[src/rtl/inst_encoder_pkg.sv]
// Shared constants for the RV32I instruction encoder: format codes,
// base opcodes and FSM state encodings.
package inst_encoder_pkg;

    typedef logic [1:0] fmt_t;
    typedef logic [1:0] fsm_state_t;

    // Field-bundle format selector
    localparam fmt_t FMT_LOAD   = 2'd0;
    localparam fmt_t FMT_OPIMM  = 2'd1;
    localparam fmt_t FMT_STORE  = 2'd2;
    localparam fmt_t FMT_BRANCH = 2'd3;

    // RV32I major opcodes
    localparam logic [6:0] OPC_LOAD   = 7'b0000011;
    localparam logic [6:0] OPC_OPIMM  = 7'b0010011;
    localparam logic [6:0] OPC_STORE  = 7'b0100011;
    localparam logic [6:0] OPC_BRANCH = 7'b1100011;

    // Loader FSM states
    localparam fsm_state_t ST_IDLE = 2'd0;
    localparam fsm_state_t ST_RUN  = 2'd1;
    localparam fsm_state_t ST_DONE = 2'd2;

    function automatic logic [6:0] fmt_opcode(input fmt_t fmt);
        logic [6:0] op;
        case (fmt)
            FMT_LOAD:  op = OPC_LOAD;
            FMT_OPIMM: op = OPC_OPIMM;
            FMT_STORE: op = OPC_STORE;
            default:   op = OPC_BRANCH;
        endcase
        return op;
    endfunction

endpackage

[src/rtl/inst_encoder_imm_pack.sv]
// Scatters a 32-bit signed immediate into the I/S/B instruction bit layout
// and reports whether the value is representable in that format.
module inst_encoder_imm_pack
    import inst_encoder_pkg::*;
(
    input  logic [1:0]  fmt_i,
    input  logic [31:0] imm_i,
    output logic [31:0] imm_bits_o,
    output logic        range_ok_o
);

    logic i_fits;
    logic b_fits;

    assign i_fits = (&imm_i[31:11]) | ~(|imm_i[31:11]);
    assign b_fits = ((&imm_i[31:12]) | ~(|imm_i[31:12])) & ~imm_i[0];

    // Place immediate bits; all non-immediate positions stay zero
    always_comb begin
        imm_bits_o = '0;
        range_ok_o = 1'b0;
        case (fmt_i)
            FMT_LOAD, FMT_OPIMM: begin
                imm_bits_o[31:20] = imm_i[11:0];
                range_ok_o        = i_fits;
            end
            FMT_STORE: begin
                imm_bits_o[31:25] = imm_i[11:5];
                imm_bits_o[11:7]  = imm_i[4:0];
                range_ok_o        = i_fits;
            end
            default: begin
                imm_bits_o[31]    = imm_i[12];
                imm_bits_o[30:25] = imm_i[10:5];
                imm_bits_o[11:8]  = imm_i[4:1];
                imm_bits_o[7]     = imm_i[11];
                range_ok_o        = b_fits;
            end
        endcase
    end

endmodule

[src/rtl/inst_encoder.sv]
// Streaming RV32I instruction encoder / program loader. Accepts decoded
// field bundles, encodes them and writes words to instruction memory at
// incrementing word-aligned addresses starting from BASE_ADDR.
module inst_encoder
    import inst_encoder_pkg::*;
#(
    parameter logic [31:0] BASE_ADDR = 32'h0000_0000,
    parameter int unsigned DEPTH     = 256
) (
    input  logic        clk,
    input  logic        rst_n,
    input  logic        start,
    input  logic        in_valid,
    output logic        in_ready,
    input  logic [1:0]  in_fmt,
    input  logic [4:0]  in_rd,
    input  logic [4:0]  in_rs1,
    input  logic [4:0]  in_rs2,
    input  logic [2:0]  in_funct3,
    input  logic [31:0] in_imm,
    input  logic        in_last,
    output logic        mem_we,
    input  logic        mem_ready,
    output logic [31:0] mem_addr,
    output logic [31:0] mem_wdata,
    output logic        done,
    output logic        err,
    output logic [30:0] word_cnt
);

    fsm_state_t  state_q, state_d;
    logic        we_q, we_d;
    logic [31:0] addr_q, addr_d;
    logic [31:0] wdata_q, wdata_d;
    logic        err_q, err_d;
    logic [30:0] cnt_q, cnt_d;
    logic        last_q, last_d;

    logic [31:0] imm_bits;
    logic        range_ok;
    logic [31:0] enc_word;
    logic [31:0] queued;
    logic        full;
    logic        wr_fire;
    logic        accept;
    logic        keep;
    logic        drop;

    inst_encoder_imm_pack u_imm_pack (
        .fmt_i      (in_fmt),
        .imm_i      (in_imm),
        .imm_bits_o (imm_bits),
        .range_ok_o (range_ok)
    );

    // Merge register/funct3/opcode fields around the scattered immediate
    always_comb begin
        enc_word        = imm_bits;
        enc_word[19:15] = in_rs1;
        enc_word[14:12] = in_funct3;
        enc_word[6:0]   = fmt_opcode(in_fmt);
        case (in_fmt)
            FMT_LOAD, FMT_OPIMM: enc_word[11:7]  = in_rd;
            default:             enc_word[24:20] = in_rs2;
        endcase
    end

    // Words committed so far, including one still waiting on mem_ready
    assign queued  = {1'b0, cnt_q} + {31'b0, we_q};
    assign full    = (queued == DEPTH);
    assign wr_fire = we_q & mem_ready;
    // last_q blocks further bundles while the final word drains
    assign in_ready = (state_q == ST_RUN) && !last_q && (!we_q || mem_ready);
    assign accept   = in_valid & in_ready;
    assign keep     = accept & range_ok & ~full;
    assign drop     = accept & ~keep;

    // Next-state: write handshake, bundle intake, FSM, start override
    always_comb begin
        state_d = state_q;
        we_d    = we_q;
        addr_d  = addr_q;
        wdata_d = wdata_q;
        err_d   = err_q;
        cnt_d   = cnt_q;
        last_d  = last_q;

        if (wr_fire) begin
            we_d   = 1'b0;
            addr_d = addr_q + 32'd4;
            cnt_d  = cnt_q + 31'd1;
        end
        if (keep) begin
            we_d    = 1'b1;
            wdata_d = enc_word;
        end
        if (drop) begin
            err_d = 1'b1;
        end
        if (accept && in_last) begin
            last_d = 1'b1;
        end

        case (state_q)
            ST_RUN: begin
                if (last_d && !we_d) begin
                    state_d = ST_DONE;
                    last_d  = 1'b0;
                end
            end
            ST_DONE: state_d = ST_IDLE;
            default: ;
        endcase

        if (start) begin
            state_d = ST_RUN;
            we_d    = 1'b0;
            addr_d  = BASE_ADDR;
            cnt_d   = '0;
            err_d   = 1'b0;
            last_d  = 1'b0;
        end
    end

    // State registers with asynchronous clear
    always_ff @(posedge clk or negedge rst_n) begin
        if (!rst_n) begin
            state_q <= ST_IDLE;
            we_q    <= 1'b0;
            addr_q  <= BASE_ADDR;
            wdata_q <= '0;
            err_q   <= 1'b0;
            cnt_q   <= '0;
            last_q  <= 1'b0;
        end else begin
            state_q <= state_d;
            we_q    <= we_d;
            addr_q  <= addr_d;
            wdata_q <= wdata_d;
            err_q   <= err_d;
            cnt_q   <= cnt_d;
            last_q  <= last_d;
        end
    end

    assign mem_we    = we_q;
    assign mem_addr  = addr_q;
    assign mem_wdata = wdata_q;
    assign done      = (state_q == ST_DONE);
    assign err       = err_q;
    assign word_cnt  = cnt_q;

endmodule
[config.mk]
export PLATFORM = sky130hd
export DESIGN_NAME = inst_encoder
export DESIGN_NICKNAME = d
export VERILOG_FILES = /design/src/rtl/inst_encoder_pkg.sv /design/src/rtl/inst_encoder_imm_pack.sv /design/src/rtl/inst_encoder.sv
export SDC_FILE = /design/constraint.sdc
export NUM_CORES = 1
export LEC_CHECK = 0
export BUFFER_PORTS_ARGS = -buffer_cell sky130_fd_sc_hd__buf_2
export CAP_MARGIN = 25
export CORE_MARGIN = 2
export CORE_UTILIZATION = 40
export DETAILED_ROUTE_END_ITERATION = 10
export GPL_TIMING_DRIVEN = 0
export PLACE_DENSITY = 0.73
export SETUP_SLACK_MARGIN = 0.1
export SLEW_MARGIN = 30
export SYNTH_ARGS = -nofsm -noshare
export SYNTH_HDL_FRONTEND = slang
export SYNTH_SLANG_ARGS = --single-unit
[constraint.sdc]
create_clock -name clk -period 3.5 [get_ports clk]
set_input_delay 0.875 -clock clk [delete_from_list [all_inputs] [get_ports clk]]
set_output_delay 0.875 -clock clk [all_outputs]
set_load 0.01 [all_outputs]
== Word level (Yosys, flattened, before mapping) ==
Cells that the tools add are included.

* Add/subtract/negate cells: 3
* Equality and inequality tests: 6
* Mux-type cells: 22
* Bitwise operators: 13
* Reduce and logical (&&, ||, !) cells: 19

{| class="wikitable"
|+ Operators with widths
! cell !! number
|-
| 32-bit two-way mux || 2
|-
| 31-bit two-way mux || 2
|-
| 31-bit by 1-bit adder with 32-bit output || 1
|-
| 32-bit by 3-bit adder with 32-bit output, second input constant || 1
|-
| 32-bit by 9-bit equality test with 1-bit output, second input constant || 1
|-
| 31-bit by 1-bit adder with 31-bit output, second input constant || 1
|-
| 7-bit case mux with 3 select lines || 1
|-
| 21-bit AND reduction || 1
|-
| 21-bit OR reduction || 1
|-
| 20-bit AND reduction || 1
|-
| 20-bit OR reduction || 1
|-
| 1-bit two-way mux || 11
|-
| 5-bit two-way mux || 2
|-
| 7-bit two-way mux || 1
|-
| 1-bit bitwise AND || 6
|-
| 1-bit NOT || 5
|-
| 2-bit by 1-bit equality test with 1-bit output, second input constant || 2
|-
| 2-bit equality test, second input constant || 2
|-
| 1-bit logical AND || 4
|-
| 2-bit two-way mux || 2
|-
| 2-bit case mux with 2 select lines || 1
|-
| 2-bit nonzero test || 2
|-
| 1-bit zero test || 3
|-
| 3-bit by 2-bit != test with 1-bit output, second input constant || 1
|-
| 7 further kinds || 8
|}

* Bits in registers: 100
* Output and inout bits: 99
* Word-level logic and storage cells: 70

== Logic depth before layout (Yosys ltp) ==
* Depth after elaboration: 13
* Mapped depth: 12

== Cells and area by module ==
From an unflattened synthesis, not the netlist that was laid out.

* Cell total of the unflattened synthesis: 569
* Area total of the unflattened synthesis: 5526.6 um^2

{| class="wikitable"
|+ Modules (own cells, without submodules)
! module !! instances !! cells each !! area each (um^2) !! seq. area each (um^2)
|-
| inst_encoder || 1 || 513 || 5146.2 || 2377.3
|-
| inst_encoder_imm_pack || 1 || 56 || 380.4 || 0.0
|}

== Worst setup path before layout ==
Ideal clock, no wire load.

* Path kind: register to register
* Start point: reg cnt_q[0], in the netlist word_cnt[0]
* End point: reg wdata_q[11], in the netlist mem_wdata[11]
* Library setup time: 125 ps
* Arrival time: 3177 ps
* Path slack: 198 ps
* Stages on the path, launching flop included: 12
* Period minus slack after synthesis: 3302 ps
* Path through: dfrtp_1 > ha_1 > ha_1 > nand3_4 > or4_4 > a211o_1 > o31a_1 > or3_1 > o41a_1 > buf_6 > buf_12 > mux2_4

* Longest elaborated chain between the ends: 4

{| class="wikitable"
|+ Ends and longest elaborated chain
! what !! line !! source
|-
| start: declaration || inst_encoder.sv:36 || <nowiki>logic [30:0] cnt_q, cnt_d;</nowiki>
|-
| start signal: assignment || inst_encoder.sv:141 || <nowiki>cnt_q <= cnt_d;</nowiki>
|-
| 31-bit by 1-bit adder with 32-bit output || inst_encoder.sv:69 || <nowiki>assign queued = {1'b0, cnt_q} + {31'b0, we_q};</nowiki>
|-
| 32-bit by 9-bit equality test with 1-bit output || inst_encoder.sv:70 || <nowiki>assign full = (queued == DEPTH);</nowiki>
|-
| 1-bit NOT || inst_encoder.sv:75 || <nowiki>assign keep = accept & range_ok & ~full;</nowiki>
|-
| 1-bit bitwise AND || inst_encoder.sv:75 ||
|-
| end signal: assignment || inst_encoder.sv:139 || <nowiki>wdata_q <= wdata_d;</nowiki>
|-
| end: declaration || inst_encoder.sv:34 || <nowiki>logic [31:0] wdata_q, wdata_d;</nowiki>
|}

Every way passes these cells.
A chain may end at the register's enable or synchronous reset.

== Worst setup path in the final report ==
* Start point: reg cnt_q[0], in the netlist word_cnt[0]
* End point: reg wdata_q[27], in the netlist mem_wdata[27]

The elaborated chain is that of the path after synthesis.

==> flow_metrics.py <==
metrics = {
    "status": {
        "outcome": "finished, final reports clean",
    },
    "sta": {
        "setup_tns_ns": 0,
        "hold_viol": 0,
        "fin_ws_ns": 0.250,
        "rsz0062_at_grt": "no",
        "maxSlewHeadroom": 0.539,
        "tightest_slew_ns": 0.681,
        "fin_skew_ns": 0.00767,
        "timing.final.crit_share": 0.928,
        "period_minus_slack_ns": 3.25,
        "setup_viol": 0,
        "fmax_mhz": 308,
        "maxSlewViolCount": 0,
        "holdWs_ns": 0.420,
    },
    "synth": {
        "yosys.area.top_type_share": 0.418,
        "synth_edf_count": 0,
        "synth_flop_cell": "dfrtp_1",
        "synthArstFlopShare": 1.00,
        "syn_area_per_cell_um2": 9.58,
        "yosysTopAreaCell": "dfrtp_1",
        "ys_ff_latch": 95,
        "ys_seq_area_frac": 0.418,
        "synth_area_um2": 5690,
        "synth_cell_types": 64,
        "synthTopCellsByArea": "dfrtp_1, xor2_1, mux2_4",
        "synth_cells": 594,
        "yosys_warnings": 0,
    },
    "die": {
        "initial_utilization": 0.410,
        "die_w_um": 123,
        "fp.coreArea_um2": 13900,
        "num_rows": 43,
        "io_pins": 157,
        "dieArea_um2": 15200,
        "dieHeight_um": 123,
    },
    "power": {
        "swShare": 0.239,
        "power_density_nw_per_um2": 311,
        "pwr-share-comb": 0.061,
        "p_int_mw": 1.67,
        "p_clk_frac": 0.436,
        "p_seq_frac": 0.504,
        "p_leak_nw": 3.35,
        "total_power_mw": 2.20,
        "peakVddDrop_mv": 0.193,
        "switching_power_mw": 0.524,
    },
    "setup_path": {
        "path_class": "flop to flop",
        "critPathSlowestCell": "or4_4",
        "r2r-start": "word_cnt[0]",
        "worstSetupStartpointType": "flop",
        "slowest_delay_ns": 0.57,
        "path_max_fanout": 10,
        "path_cells": "ha_4, ha_4, nand3_4, or4_4, a211o_1, o31a_1, or3_1, o41a_1, buf_6, buf_12, mux2_4",
        "startpoint": "word_cnt[0]",
        "reg2reg_depth": 11,
        "path_common_cell": "ha_4",
        "r2r_slack_ns": 0.25,
        "cpLargestDelayFamily": "simple AND/OR/NAND/NOR gates",
        "critPathRequiredTime_ns": 3.73,
        "reg2reg_to": "mem_wdata[27]",
        "cp.buffers_inverters": 2,
        "end_kind": "flop",
        "critPathArrivalTime_ns": 3.48,
    },
    "global_route": {
        "grt_max_degree": 60,
        "grt_first_pass_wirelength_mm": 22.8,
        "antenna_found_initial": 1,
        "grt_pass1_vias": 4544,
        "grt_usage": 0.192,
        "grt-ovfl-total": 0,
    },
    "routing": {
        "via_count": 5061,
        "drt_iter0_drc": 390,
        "dr.pass1.iters": 5,
        "wire_per_inst_um": 15.3,
        "final_antenna_net_count": 0,
        "routed_wl_mm": 14.4,
        "drc": 0,
        "viasPerCell": 5.35,
    },
    "finish": {
        "final_nets": 823,
        "antenna_cells": 0,
        "syn_to_final_growth_pct": 24.1,
        "mostFrequentLayoutCell": "buf_2",
        "finalInstanceArea_um2": 7060,
        "final_cell_mix": "buf_2, dfrtp_1, nor2_1, nand2_1, xor2_1",
        "instances_no_fill": 946,
        "drive_gt1_frac": 0.324,
        "utilization": 0.509,
    },
    "clocking": {
        "cts_hold_buf": 0,
        "cts_root_buf": "clkbuf_16",
        "insertion_delay_ns": 0.35,
        "path_clk_slew_ns": 0.07,
        "cts_tree": "done",
        "cts_made_buffers": 9,
        "clock_path_buffers": 2,
        "htreeDepth": 3,
        "cts.sinks": 95,
    },
    "place": {
        "gp_congestion": 0.930,
        "dp.cells": 930,
        "dp_hpwl_mm": 11.0,
        "place_area_um2": 6720,
        "port_buffers": 152,
        "dp_slack_ns": -0.218,
    },
    "worst_hold_path": {
        "hp-class": "input port to asynchronous set/reset pin",
    },
    "flow_run": {
        "cap_viol_max_count": 0,
    },
}
-- per-layer routing --
layer	GRT usage	vias to the layer above	wire, um
met5	0	-	13
met4	0.0554	2	166
met3	0.0415	15	862
li1	-	2449	-
met1	0.257	2436	6380
met2	0.312	159	7020
-- cell usage after synthesis (8+ instances only) --
library cell,number
dfrtp_1,95
nor2_1,76
nand2_1,45
xor2_1,37
nand4_1,34
nand3_1,25
clkbuf_1,24
xnor2_1,21
nor4_1,20
mux2_2,19
mux2_4,19
and3_1,16
a21oi_1,15
nor3_1,15
and4_1,14
and2_1,10
buf_4,10
o21ai_0,8
or3_1,8
-- repair_timing --
| item | 4_1_cts | 5_1_grt |
|---|---|---|
| endpoints found under the setup margin | 31 | 21 |
| pin swaps | 0 | 0 |
| gates resized for setup | 6 | 3 |
| setup buffers | 0 | 0 |
-- state kept, by name (all words and copies together) (netlist names) --
signal and cells:
mem_addr 30, state_q 2, mem_wdata 29, mem_we 1, word_cnt 31, err 1
last_q 1
-- kinds of logic (layout without fill, tap and decap cells) --
kind of cell	after synthesis	in the layout	synth area share
other	1	4	0.000659
adder cells (fa/ha/maj)	4	4	0.00880
AO/OA/AOI/OAI	53	53	0.0656
XOR/XNOR	58	58	0.0893
buffers and inverters	50	219	0.0482
flip-flops	95	95	0.418
AND/OR/NAND/NOR	292	292	0.277
multiplexers	41	41	0.0930
-- power by group through the flow --
stage	Sequential [mW]	Combinational (mW)	Clock, mW
after floorplan	1.13	0.0529	0
after global placement	1.13	0.131	0
after detailed placement	1.13	0.137	0
after CTS	1.11	0.137	0.980
after global routing	1.11	0.150	1.03
final	1.11	0.133	0.957
-- area by class of cell --
type | count | area, um2
Clock inverter | 6 | 51.3
Sequential cell | 95 | 2380
Buffer | 45 | 255
Multi-Input combinational cell | 452 | 3100
Tap cell | 180 | 225
Fill cell | 1318 | 6820
Inverter | 5 | 18.8
Clock buffer | 10 | 239
Timing Repair Buffer | 153 | 795
-- worst max-delay path by stage --
stage                               end  slack, ns  cells after the start
after floorplan           mem_wdata[11]       0.20                     11
after global placement     mem_wdata[5]      -0.20                      9
after detailed placement   mem_wdata[5]      -0.22                      9
after CTS                 mem_wdata[27]       0.13                     11
after global routing      mem_wdata[21]       0.10                     10
final                     mem_wdata[27]       0.25                     11
Note: power is estimated with default switching activity, not from simulation.
